### src/rtl/npu_load_sequencer.sv
// Load sequencer: accepts region load commands, then streams data beats into the
// PE buffer at region-relative, wrapping addresses with a registered write port.
module npu_load_sequencer #(
    parameter int N               = 10,
    parameter int K_SIZE          = 3,
    parameter int W_IN            = 8,
    parameter int SEL_DEMUX_WIDTH = 6
) (
    input  logic                       clk,
    input  logic                       rst_n,
    input  logic                       cmd_valid,
    output logic                       cmd_ready,
    input  logic [1:0]                 cmd_region,
    input  logic [5:0]                 cmd_len,
    input  logic                       ptr_clr,
    input  logic                       data_valid,
    output logic                       data_ready,
    input  logic [W_IN-1:0]            data_in,
    output logic                       buffer_wen,
    output logic [W_IN-1:0]            buffer_wdata,
    output logic [SEL_DEMUX_WIDTH-1:0] pe_demux_sel,
    output logic                       busy,
    output logic                       done,
    output logic                       err
);

    localparam int DEPTH_AB = N * K_SIZE;
    localparam int DEPTH_C  = K_SIZE;
    localparam int PTR_W    = (DEPTH_AB > 1) ? $clog2(DEPTH_AB) : 1;

    typedef enum logic [1:0] {IDLE, LOAD, DONE} state_t;

    state_t                              state_q, state_d;
    logic [1:0]                          region_q, region_d;
    logic [5:0]                          cnt_q, cnt_d;
    // Indexed directly by region code; entry 0 is never written.
    logic [3:0][PTR_W-1:0]               ptr_q, ptr_d;
    logic                                wen_q, wen_d;
    logic [W_IN-1:0]                     wdata_q, wdata_d;
    logic [SEL_DEMUX_WIDTH-1:0]          sel_q, sel_d;
    logic                                err_q, err_d;
    logic                                cmd_ok;
    logic [PTR_W-1:0]                    cur_ptr;

    function automatic int unsigned depth_of(input logic [1:0] r);
        case (r)
            2'd1, 2'd2: depth_of = DEPTH_AB;
            2'd3:       depth_of = DEPTH_C;
            default:    depth_of = 0;
        endcase
    endfunction

    function automatic logic [SEL_DEMUX_WIDTH-1:0] start_of(input logic [1:0] r);
        case (r)
            2'd2:    start_of = SEL_DEMUX_WIDTH'(DEPTH_AB);
            2'd3:    start_of = SEL_DEMUX_WIDTH'(2 * DEPTH_AB);
            default: start_of = '0;
        endcase
    endfunction

    assign cmd_ready  = (state_q == IDLE) && !ptr_clr;
    assign data_ready = (state_q == LOAD);
    assign busy       = (state_q != IDLE);
    assign done       = (state_q == DONE);
    assign cmd_ok     = (cmd_region != 2'd0) && (cmd_len != 6'd0) &&
                        (32'(cmd_len) <= depth_of(cmd_region));
    assign cur_ptr    = ptr_q[region_q];

    always_comb begin
        state_d  = state_q;
        region_d = region_q;
        cnt_d    = cnt_q;
        ptr_d    = ptr_q;
        wen_d    = 1'b0;
        wdata_d  = '0;
        sel_d    = '0;
        err_d    = 1'b0;
        case (state_q)
            IDLE: begin
                // ptr_clr also masks cmd_ready, so it takes priority over a command.
                if (ptr_clr) begin
                    ptr_d = '0;
                end else if (cmd_valid) begin
                    if (cmd_ok) begin
                        state_d  = LOAD;
                        region_d = cmd_region;
                        cnt_d    = cmd_len;
                    end else begin
                        err_d = 1'b1;
                    end
                end
            end
            LOAD: begin
                if (data_valid) begin
                    wen_d   = 1'b1;
                    wdata_d = data_in;
                    sel_d   = start_of(region_q) + SEL_DEMUX_WIDTH'(cur_ptr);
                    if (32'(cur_ptr) == depth_of(region_q) - 1)
                        ptr_d[region_q] = '0;
                    else
                        ptr_d[region_q] = cur_ptr + PTR_W'(1);
                    cnt_d = cnt_q - 6'd1;
                    if (cnt_q == 6'd1)
                        state_d = DONE;
                end
            end
            DONE:    state_d = IDLE;
            default: state_d = IDLE;
        endcase
    end

    always_ff @(posedge clk) begin
        if (!rst_n) begin
            state_q  <= IDLE;
            region_q <= 2'd0;
            cnt_q    <= '0;
            ptr_q    <= '0;
            wen_q    <= 1'b0;
            wdata_q  <= '0;
            sel_q    <= '0;
            err_q    <= 1'b0;
        end else begin
            state_q  <= state_d;
            region_q <= region_d;
            cnt_q    <= cnt_d;
            ptr_q    <= ptr_d;
            wen_q    <= wen_d;
            wdata_q  <= wdata_d;
            sel_q    <= sel_d;
            err_q    <= err_d;
        end
    end

    assign buffer_wen   = wen_q;
    assign buffer_wdata = wdata_q;
    assign pe_demux_sel = sel_q;
    assign err          = err_q;

endmodule

### config.mk
export PLATFORM = sky130hd
export DESIGN_NAME = npu_load_sequencer
export DESIGN_NICKNAME = d
export VERILOG_FILES = /design/src/rtl/npu_load_sequencer.sv
export SDC_FILE = /design/constraint.sdc
export NUM_CORES = 1
export LEC_CHECK = 0
export BUFFER_PORTS_ARGS = -buffer_cell sky130_fd_sc_hd__buf_2
export CELL_PAD_IN_SITES_DETAIL_PLACEMENT = 1
export CELL_PAD_IN_SITES_GLOBAL_PLACEMENT = 2
export CORE_MARGIN = 4
export CORE_UTILIZATION = 30
export DETAILED_ROUTE_END_ITERATION = 8
export PLACE_DENSITY_LB_ADDON = 0.1
export SETUP_SLACK_MARGIN = 0.15
export SLEW_MARGIN = 20
export SYNTH_ARGS = -nofsm -noshare
export SYNTH_HDL_FRONTEND = slang
export SYNTH_SLANG_ARGS = --single-unit
### constraint.sdc
create_clock -name clk -period 2.75 [get_ports clk]
set_clock_uncertainty 0.2 [all_clocks]
set_input_delay 0.275 -clock clk [delete_from_list [all_inputs] [get_ports clk]]
set_output_delay 0.275 -clock clk [all_outputs]
set_load 0.01 [all_outputs]
## After elaboration in Yosys (flattened, before gate mapping)

Cells that the tools add are included.

- Register bits: 46
- Bits of input ports: 21
- Output and inout port bits: 20
- Logic and storage cells: 88

- $add $sub $neg: 4
- Magnitude comparators: 3
- Eq/ne operators: 16
- Muxes and demuxes: 29
- Bitwise logic cells: 6
- Reduce and logical (&&, ||, !) cells: 19

Operator list:

| operator | count |
|---|---|
| 32-bit two-way mux | 2 |
| 20-bit two-way mux | 3 |
| 20-bit case mux with 2 select lines | 1 |
| 6-bit two-way mux | 6 |
| 5-bit by 32-bit equality test with 1-bit output | 1 |
| 6-bit by 32-bit <= comparator with 1-bit output | 1 |
| 32-bit by 1-bit subtractor with 32-bit output, second input constant | 1 |
| 6-bit case mux with 2 select lines | 2 |
| 20-bit AND | 1 |
| 20-bit bitwise mux | 1 |
| 20-bit inverter | 1 |
| 5-bit case mux with 2 select lines | 2 |
| 5-bit binary-select mux with 2-bit select | 1 |
| 5-bit demux with 2-bit select | 1 |
| 2-bit equality test, second input constant | 5 |
| 2-bit two-way mux | 5 |
| 5-bit two-way mux | 2 |
| 2-bit != test, second input constant | 5 |
| 5-bit AND reduction | 2 |
| 6-bit by 5-bit adder with 6-bit output | 1 |
| 2-bit by 1-bit equality test with 1-bit output, second input constant | 3 |
| 6-bit by 1-bit equality test with 1-bit output, second input constant | 1 |
| 3-bit AND reduction | 2 |
| 2-bit nonzero test | 3 |
| other kinds (16) | 24 |

## Depth between registers and ports, before layout

- Depth after elaboration: 10
- Gate-level depth with buffers: 11

## Worst setup path after synthesis

Ideal clock, no wire load.

- Kind: register to register
- Start point: reg region_q[0]
- End point: reg sel_q[5] (netlist: pe_demux_sel[5])
- Library setup time: 0.117 ns
- Arrival: 2.252 ns
- Required time: 2.433 ns
- Path slack: 0.181 ns
- Cell stages (with the launch flop): 9
- Buffers on the path: 1
- Clock period less this slack: 2.569 ns
- Path through: dfxtp_1 > buf_2 > mux4_2 > ha_1 > fa_1 > a21o_1 > a21oi_1 > xor2_1 > nor2_1

- Word-level cells in the longest chain between the ends: 5

Ends and longest elaborated chain:

| what | line | text |
|---|---|---|
| from (decl) | 34 | `logic [1:0] region_q, region_d;` |
| from (signal assigned) | 124 | `region_q <= region_d;` |
| 2-bit equality test | 54 | `case (r)` |
| 6-bit case mux with 2 select lines | 54 |  |
| 6-bit two-way mux | 94 | `if (data_valid) begin` |
| 6-bit two-way mux | 78 | `case (state_q)` |
| 6-bit by 5-bit adder with 6-bit output * | 97 | `sel_d = start_of(region_q) + SEL_DEMUX_WIDTH'(cur_ptr);` |
| to (signal assigned) | 129 | `sel_q <= sel_d;` |
| to (decl) | 40 | `logic [SEL_DEMUX_WIDTH-1:0] sel_q, sel_d;` |

Every way passes the cells marked *; elsewhere a longest branch is shown, timed or not. The select of a mux whose other input is x is not followed.
A chain may end at the register's enable or synchronous reset.

## Worst setup path in the final report

- Start point: reg region_q[1]
- End point: reg sel_q[5] (netlist: pe_demux_sel[5])

Same word-level chain as after synthesis.

==> results.json <==
{
  "dr_total_vias": 2049,
  "floorplan.io_pins": 41,
  "dpl_cell_area_sq_um": 2718,
  "die_width_um": 96.88,
  "swShare": 0.2594,
  "clock_input_transition_at_the_sequential_cells_of_the_worst_setup_and_hold_paths_ps": 90,
  "dp.final_hpwl_um": 5161,
  "critical_path.max_stage_delay_ps": 600,
  "quantity_of_i_o_buffers_inserted_on_ports": 40,
  "synth-warning-count": 0,
  "netlist.top_cell.by_area": "sky130_fd_sc_hd__dfxtp_1",
  "report.final.hold_viol_count": 0,
  "cp-end-kind": "flop",
  "worst_ep_required_time_ps": 2740,
  "placementRows": 32,
  "grt_setup_unrepaired": "no",
  "period_needed_ps": 2508,
  "drt_drc_violations_left": 0,
  "ant_nets": 0,
  "drive_above_1_share": 0.2278,
  "switching_power_mw": 0.3316,
  "globalRouteTotalUtil": 0.1439,
  "ys_dominant_reg_cell": "sky130_fd_sc_hd__dfxtp_1",
  "synth.avg_cell_area_sq_um": 9.115,
  "synth_top_family_by_area": "simple AND/OR/NAND/NOR gates",
  "fillers": 929,
  "vdd_ir_drop_max_mv": 0.1626,
  "worstSetupPathType": "flop to flop",
  "pin_count_of_the_biggest_net_entering_global_routing": 21,
  "p_seq_frac": 0.534,
  "crit_share_post_route": 0.9120,
  "cp_data_arrival_time_ps": 2500,
  "min-delay-path-class": "input pin to flop",
  "final_cell_area_sq_um": 2912,
  "relSlewSlack": 0.6563,
  "p_clk_frac": 0.340,
  "worstPathBufferInverterCount": 1,
  "core_region_area_sq_um": 7687,
  "commonest_non_fill_non_tap_cells_in_the_layout": "44 x sky130_fd_sc_hd__dfxtp_1, 40 x sky130_fd_sc_hd__buf_2, 21 x sky130_fd_sc_hd__a21oi_1",
  "final_nets": 357,
  "power.static_leakage_nw": 1.256,
  "routed_wl_um": 6625,
  "synth_xor_xnor_area_share": 0.02587,
  "timing.final.setup_violations": 0,
  "cts_tree": "done",
  "timing.critical_path.cells": "mux4_2 > buf_12 > fa_1 > a21o_1 > a21oi_1 > xor2_1 > nor2_1",
  "critical-path-top-delay-family": "multiplexers",
  "synth_compound_gate_area_share": 0.1510,
  "internal_power_mw": 0.9468,
  "max_freq_ghz": 0.3987,
  "n_antenna_cell": 0,
  "max_cap_violations": 0,
  "die-area_sq_um": 9385,
  "muxShareOfSynthArea": 0.05174,
  "numClockSinks": 46,
  "grt_pass1_wl_um": 11050,
  "number_of_slew_limit_violations_in_the_final_report": 0,
  "grt-ovfl-total": 0,
  "seq_area_frac_synth": 0.3886,
  "die_h_um": 96.88,
  "synth-edff-count": 0,
  "worst-slew-pin-transition_ps": 515.5,
  "syn_nets": 302,
  "ctsLongestPathBuffers": 2,
  "post_synth_inst_count": 260,
  "synth.top_cell.area_share": 0.3886,
  "synth_cell_type_count": 45,
  "cell_area_after_technology_mapping_sq_um": 2370,
  "path_max_fanout": 7,
  "crit_path_top_delay_cell": "sky130_fd_sc_hd__mux4_2",
  "drtPass1Iterations": 4,
  "power_density_nw_per_um2": 439.1,
  "run_status": "complete, no violations",
  "synthAdderAreaFrac": 0.1140,
  "detail_route.iter0.violations": 48,
  "worst_skew_pair.late_latency_ps": 300,
  "yosys.area_share.simple": 0.2281,
  "postSynthRegisterBits": 46,
  "power.share.combinational": 0.126,
  "ctsHtreeMaxLevel": 2,
  "grt_pass1_vias": 2078,
  "synth_top_cells_by_area": "sky130_fd_sc_hd__dfxtp_1 39%, sky130_fd_sc_hd__ha_1 11%, sky130_fd_sc_hd__mux4_2 4.8%",
  "grt_antenna_before_repair": 0,
  "cts_buffers": 5,
  "mostFrequentLayoutCell": "sky130_fd_sc_hd__dfxtp_1",
  "via_per_inst": 4.902,
  "syn_to_final_growth_pct": 22.86,
  "initial_core_util": 0.3083,
  "total_power_mw": 1.278,
  "worstSetupStartpointType": "flop",
  "place.gp.congestion": 0.7272,
  "asyncSetResetFlopFracSynth": 0,
  "wire_per_inst_um": 15.85,
  "clock_tree.root_cell": "sky130_fd_sc_hd__clkbuf_8",
  "timing.setup.tns_ps": 0
}
-- cell type report --
type / instances / area, sq um / share of cell area
Clock buffer: 7 / 86.33 / 0.02965
Clock inverter: 1 / 5.005 / 0.001719
Multi-Input combinational cell: 192 / 1353 / 0.4645
Sequential cell: 46 / 923.4 / 0.3171
Tap cell: 102 / 127.6 / 0.04383
Timing Repair Buffer: 59 / 375.4 / 0.1289
Inverter: 11 / 41.29 / 0.01418
-- repair_timing --
action                                 4_1_cts  5_1_grt
endpoints found under the hold margin        8        0
setup buffers                                0        1
pin swaps                                    0        0
setup endpoints to repair                    8        7
hold buffers                                 8        0
gates resized for setup                      2        0
cloned                                       0        0
-- logic make-up after synthesis --
logic type | Yosys count
flip-flops | 46
AND/OR/NAND/NOR | 101
AO/OA/AOI/OAI | 57
buffers and inverters | 22
XOR/XNOR | 7
multiplexers | 6
adder cells (fa/ha/maj) | 21
-- power groups by stage --
stage	registers, mW	logic, mW	clock network (mW)
6_report	0.682	0.161	0.435
5_1_grt	0.684	0.183	0.477
4_1_cts	0.683	0.163	0.453
3_5_place_dp	0.698	0.154	0
3_3_place_gp	0.698	0.154	0
2_1_floorplan	0.695	0.0983	0
-- state kept, by name (all words and copies together) (netlist names) --
register and cells:
buffer_wdata 8, buffer_wen 1, cnt_q 6, err 1
pe_demux_sel 6, ptr_q 20, region_q 2, state_q 2
-- worst reg2reg max path, stage by stage (launching register included) --
cell and delay [ps]:
sky130_fd_sc_hd__dfxtp_2 430, sky130_fd_sc_hd__mux4_2 600, sky130_fd_sc_hd__buf_12 170, sky130_fd_sc_hd__fa_1 460, sky130_fd_sc_hd__a21o_1 180, sky130_fd_sc_hd__a21oi_1 170, sky130_fd_sc_hd__xor2_1 160, sky130_fd_sc_hd__nor2_1 50
-- stage by stage --
step	cells	setup slack, ps	hold WS (ps)	utilization
floorplan	260	181.1	196.7	-
global placement	401	139.0	257.6	0.3535
detailed placement	401	135.3	269.2	0.3535
CTS	417	225.8	38.00	0.3761
global route	418	165.0	54.78	0.3787
finish	418	241.9	45.36	0.3787
-- path summary, 6_finish.rpt --
path / slack, ps / to / cells after the start / startpoint
setup / recovery: 240 / pe_demux_sel[5] / 7 / region_q[1]
hold / removal: 50 / region_q[0] / 3 / cmd_region[0]
setup reg to reg: 240 / pe_demux_sel[5] / 7 / region_q[1]
hold reg to reg: 280 / ptr_q[3] / 2 / ptr_q[3]
-- synth_stat cells, types with 2 or more instances --
cell and instances:
sky130_fd_sc_hd__a21boi_1 6, sky130_fd_sc_hd__a21o_1 4, sky130_fd_sc_hd__a21oi_1 21, sky130_fd_sc_hd__and2_1 12
sky130_fd_sc_hd__buf_2 2, sky130_fd_sc_hd__clkbuf_1 7, sky130_fd_sc_hd__dfxtp_1 46, sky130_fd_sc_hd__ha_1 20
sky130_fd_sc_hd__inv_1 10, sky130_fd_sc_hd__mux4_2 5, sky130_fd_sc_hd__nand2_1 20, sky130_fd_sc_hd__nand2_2 3
sky130_fd_sc_hd__nand2b_1 10, sky130_fd_sc_hd__nand3_1 16, sky130_fd_sc_hd__nand4_1 4, sky130_fd_sc_hd__nand4b_1 4
sky130_fd_sc_hd__nor2_1 17, sky130_fd_sc_hd__nor3_1 4, sky130_fd_sc_hd__o21a_1 3, sky130_fd_sc_hd__o21ai_0 2
sky130_fd_sc_hd__o21ai_1 4, sky130_fd_sc_hd__o22ai_1 9, sky130_fd_sc_hd__o31ai_1 2, sky130_fd_sc_hd__or2_2 2
sky130_fd_sc_hd__or4_1 2, sky130_fd_sc_hd__xnor2_1 5, sky130_fd_sc_hd__xor2_1 2
-- routing by layer --
layer	up-vias	wire length, um	track usage
met5	-	0	0
met4	0	53	0.02916
met3	5	188	0.02956
met2	35	2983	0.2261
met1	981	3399	0.2042
li1	1028	-	-
Note: power is estimated with default switching activity, not from simulation.
